[config.mk]
export PLATFORM = sky130hd
export DESIGN_NAME = vga_sync_gen
export DESIGN_NICKNAME = d
export VERILOG_FILES = /design/src/rtl/vga_sync_gen.sv
export SDC_FILE = /design/constraint.sdc
export NUM_CORES = 1
export LEC_CHECK = 0
export BUFFER_PORTS_ARGS = -buffer_cell sky130_fd_sc_hd__buf_2
export CAP_MARGIN = 20
export CELL_PAD_IN_SITES_DETAIL_PLACEMENT = 1
export CELL_PAD_IN_SITES_GLOBAL_PLACEMENT = 1
export CORE_MARGIN = 4
export CORE_UTILIZATION = 43
export DETAILED_ROUTE_END_ITERATION = 12
export PLACE_DENSITY_LB_ADDON = 0.1
export SLEW_MARGIN = 20
export SYNTH_ARGS = -nofsm -noshare
export SYNTH_HDL_FRONTEND = slang
export SYNTH_SLANG_ARGS = --single-unit
[constraint.sdc]
create_clock -name clk -period 2.05 [get_ports clk]
set_input_delay 0.3075 -clock clk [delete_from_list [all_inputs] [get_ports clk]]
set_output_delay 0.3075 -clock clk [all_outputs]
set_load 0.1 [all_outputs]
[src/rtl/vga_sync_gen.sv]
// Raster timing generator: h/v counters on a pixel enable, registered sync,
// video-on and active-area coordinates, all decoded from the same (h, v).
module vga_sync_gen #(
    parameter int hres = 1024,
    parameter int hfp  = 24,
    parameter int hsw  = 136,
    parameter int hbp  = 160,
    parameter int vres = 768,
    parameter int vfp  = 3,
    parameter int vsw  = 6,
    parameter int vbp  = 29,
    parameter bit hpol = 1'b0,
    parameter bit vpol = 1'b0
) (
    input  logic       clk,
    input  logic       reset,
    input  logic       pix_en,
    output logic       hsync,
    output logic       vsync,
    output logic       von,
    output logic [9:0] x,
    output logic [9:0] y,
    output logic       frame_start
);

    localparam logic [10:0] HRES  = 11'(hres);
    localparam logic [10:0] HS0   = 11'(hres + hfp);
    localparam logic [10:0] HS1   = 11'(hres + hfp + hsw);
    localparam logic [10:0] HLAST = 11'(hres + hfp + hsw + hbp - 1);
    localparam logic [10:0] VRES  = 11'(vres);
    localparam logic [10:0] VS0   = 11'(vres + vfp);
    localparam logic [10:0] VS1   = 11'(vres + vfp + vsw);
    localparam logic [10:0] VLAST = 11'(vres + vfp + vsw + vbp - 1);

    logic [10:0] h_q, h_d;
    logic [10:0] v_q, v_d;
    logic        hs_q, hs_d;
    logic        vs_q, vs_d;
    logic        von_q, von_d;
    logic [9:0]  x_q, x_d;
    logic [9:0]  y_q, y_d;
    logic        fs_q, fs_d;
    logic        hact, vact;

    always_comb begin
        h_d  = h_q + 11'd1;
        v_d  = v_q;
        if (h_q == HLAST) begin
            h_d = '0;
            v_d = (v_q == VLAST) ? '0 : v_q + 11'd1;
        end
        hact  = h_q < HRES;
        vact  = v_q < VRES;
        von_d = hact && vact;
        x_d   = hact ? h_q[9:0] : '0;
        y_d   = vact ? v_q[9:0] : '0;
        // vsync decodes v only, so it moves exactly at the line wrap
        hs_d  = (h_q >= HS0 && h_q < HS1) ? hpol : ~hpol;
        vs_d  = (v_q >= VS0 && v_q < VS1) ? vpol : ~vpol;
        fs_d  = (h_q == '0) && (v_q == '0);
    end

    always_ff @(posedge clk) begin
        if (reset) begin
            h_q   <= '0;
            v_q   <= '0;
            hs_q  <= ~hpol;
            vs_q  <= ~vpol;
            von_q <= 1'b0;
            x_q   <= '0;
            y_q   <= '0;
            fs_q  <= 1'b0;
        end else if (pix_en) begin
            h_q   <= h_d;
            v_q   <= v_d;
            hs_q  <= hs_d;
            vs_q  <= vs_d;
            von_q <= von_d;
            x_q   <= x_d;
            y_q   <= y_d;
            fs_q  <= fs_d;
        end else begin
            fs_q  <= 1'b0;
        end
    end

    assign hsync       = hs_q;
    assign vsync       = vs_q;
    assign von         = von_q;
    assign x           = x_q;
    assign y           = y_q;
    assign frame_start = fs_q;

endmodule
==> reports/summary.txt <==
Die Wd: 77.5 µm
TritonCTS clock tree: done
Clock skew after layout: 7.95 ps
Clock latency at the later pin of the worst-skew pair: 300 ps
Worst Hold Margin: 329 ps
Initial antenna violation count: 0
Detail Placement HPWL: 3760 µm
Total area of multi-input combinational cells: 1070 µm²
Flop pwr share: 59.0%
Sw Pwr: 385 µW
Combined global-route utilization of all metal layers: 19.0%
FF+latch area: 921 µm²
Post-Syn Nets: 248
Largest driver fanout on the critical path: 8
Ranking of synthesized cells by area: sky130_fd_sc_hd__dfxtp_1 (44%), sky130_fd_sc_hd__a21oi_1 (7.7%), sky130_fd_sc_hd__nor2_1 (6.5%), sky130_fd_sc_hd__nor2b_1 (6.3%), sky130_fd_sc_hd__ha_1 (3.0%)
Number of buffers added for setup after CTS: 0
Routed wire length: 5140 µm
Vias in the first global route: 1,762
I/O pin cnt: 27
Nets: 278
Number of register bits inferred by synthesis: 46
Design internal power: 1.16 mW
Syn-to-layout area delta: 14.0%
Worst max-slew margin expressed relative to the limit: 46.8%
DRC violation total after the first TritonRoute iteration: 126
Remaining DRCs: 0
Site Rows: 25
Number of fill cells in the layout: 584
Avg Vias per Cell: 5.45
Synthesized area divided by synthesized cell count: 8.66 µm²
Synth async-reset ratio: 0%
Share of post-route cells with drive strength above 1: 18.9%
Placeable core area: 4690 µm²
Largest area contributor in the netlist: sky130_fd_sc_hd__dfxtp_1
Diodes inserted: 0
DIE HEIGHT: 77.5 µm
Setup crit start kind: flop
Run status: complete, no violations
Number of buffers created by CTS: 5
Post-synth top area share: 44.3%
Maximum buffer depth of the clock tree: 2
Wire per inst: 15.9 µm
Worst setup path class: reg -> reg
Hold/Removal Path Class: in -> reg
Number of standard cells after synthesis: 240
Most common cell in the synthesized netlist: sky130_fd_sc_hd__dfxtp_1
# hold bufs at CTS: 0
Portion of total power attributed to the clock network: 34.1%
Power density over the cells: 650 nW/µm²
YS warnings: 0
Number of distinct standard cells referenced by the synthesized netlist: 37
Number of clock sinks seen by CTS: 46
Most common flop cell mapped by yosys: sky130_fd_sc_hd__dfxtp_1
Number of flops mapped to enable cells by yosys: 0
Top cells by count, synth: sky130_fd_sc_hd__dfxtp_1 (46), sky130_fd_sc_hd__nor2_1 (36), sky130_fd_sc_hd__a21oi_1 (32)
Final max-slew violation count: 0
Via total after detailed routing: 1,766
Required arrival time at the worst endpoint: 2290 ps
CP arrival: 2100 ps
Overall die area: 6010 µm²
Final worst path period share: 90.8%
Starting utilization of the core area: 44.3%
Sequential cell area fraction in the yosys report: 44.3%
Leakage dissipation: 0.971 nW
Final critical path time including I/O delays and setup: 1860 ps
Post-CTS resize count: 0
First-pass iteration count of the detailed router: 4
Achievable Freq: 0.537 GHz
Logic pwr share: 6.9%
Total global routing overflow: 0
Setup repair after global routing missed its margin: no
Final ANT Viol Nets: 0
Setup total negative slack: 0 ps
H-tree levels: 2
CTS root buffer: sky130_fd_sc_hd__clkbuf_8
Endpoint kind of the worst setup timing path: flop
Count of input and output buffers: 26
Share of total power consumed by net switching: 25.0%
Reported max-cap violation count: 0
Synthesized cell area: 2080 µm²
Maximum number of pins on one net before global-route repair: 30
Global-route wire length before repair: 8980 µm
Final GP Congestion: 0.821
Finish-stage setup viols: 0
Register clock-pin slew on the reported worst setup and hold paths: 90 ps
Slew at the pin with the worst max-slew slack: 797 ps
IR Drop Worst-Case VDD: 0.000367 V
Hold Fails Final Rpt: 0
-- power by group through the flow --
stage | Sequential [mW] | Combinational [mW] | Clock [mW]
floorplan | 0.963 | 0.0462 | 0
global placement | 0.929 | 0.107 | 0
finish | 0.909 | 0.107 | 0.525
CTS | 0.909 | 0.108 | 0.550
global route | 0.911 | 0.116 | 0.583
detailed placement | 0.930 | 0.107 | 0
-- critical path: stages, from the launching register on --
cell	delay [ps]
sky130_fd_sc_hd__dfxtp_1	420
sky130_fd_sc_hd__ha_1	210
sky130_fd_sc_hd__and4_1	350
sky130_fd_sc_hd__nand4_2	230
sky130_fd_sc_hd__or4_1	460
sky130_fd_sc_hd__a21oi_1	140
-- per-layer routing --
metal	vias up	track usage (%)	part of all wire, %
met3	5	3.02	3.6
met2	40	26.3	42
met5	-	0	0
met1	835	29.2	53
met4	0	6.94	1.1
li1	886	-	-
-- layout make-up --
cell class | count | area share [%]
inverter | 6 | 0.950
sequential | 46 | 38.9
tap | 54 | 2.85
timing repair buffer | 36 | 8.66
multi-input combinational | 175 | 45.4
clock buffer | 5 | 2.90
clock inverter | 2 | 0.422
-- cells by family (layout without fill, tap and decap cells) --
family                     Yosys count  after routing  share of synthesized area, %
and+or+nand+nor                    112            112                          31.1
AOI/OAI and AO/OA                   46             46                          12.5
DFF                                 46             46                          44.3
buffers and inverters               19             49                          3.97
xor gates and xnor gates            11             11                          4.64
adders and majority gates            5              5                          3.01
muxes                                1              1                         0.482
-- cells in the final DEF (no fill, tap or decap), types with 5 or more instances in the layout --
cell	instances
sky130_fd_sc_hd__o21ai_0	7
sky130_fd_sc_hd__inv_1	6
sky130_fd_sc_hd__clkbuf_8	5
sky130_fd_sc_hd__buf_2	26
sky130_fd_sc_hd__buf_4	10
sky130_fd_sc_hd__nor2b_1	21
sky130_fd_sc_hd__a21oi_1	32
sky130_fd_sc_hd__dfxtp_1	46
sky130_fd_sc_hd__ha_1	5
sky130_fd_sc_hd__nand3_1	7
sky130_fd_sc_hd__xor2_1	7
sky130_fd_sc_hd__nor2_1	36
sky130_fd_sc_hd__nand4_1	5
sky130_fd_sc_hd__or3_1	7
sky130_fd_sc_hd__nand2_1	9
-- state kept, by name, summed over array words and instances (netlist names) --
signal,flops
vsync,1
v_q,11
h_q,11
frame_start,1
x,10
hsync,1
von,1
y,10
-- path summary, 6_finish.rpt --
kind / from / endpoint / slack (ps) / cells past startpoint
min: reset / x[9] / 330 / 2
max: h_q[0] / v_q[9] / 190 / 5
max reg2reg: h_q[0] / v_q[9] / 190 / 5
min reg2reg: von / von / 470 / 2
-- per-stage QoR --
step | power [mW] | utilization (%) | instances | setup slack [ps] | cell area (µm²)
after global routing | 1.61 | 50.5 | 324 | 12.2 | 2370
final | 1.54 | 50.5 | 324 | 188 | 2370
after floorplan | 1.01 | - | 240 | 405 | 2080
after CTS | 1.57 | 50.5 | 324 | 178 | 2370
after global placement | 1.04 | 48.8 | 317 | 252 | 2290
after detailed placement | 1.04 | 48.8 | 317 | 180 | 2290
Power figures use the tool's default switching activity.
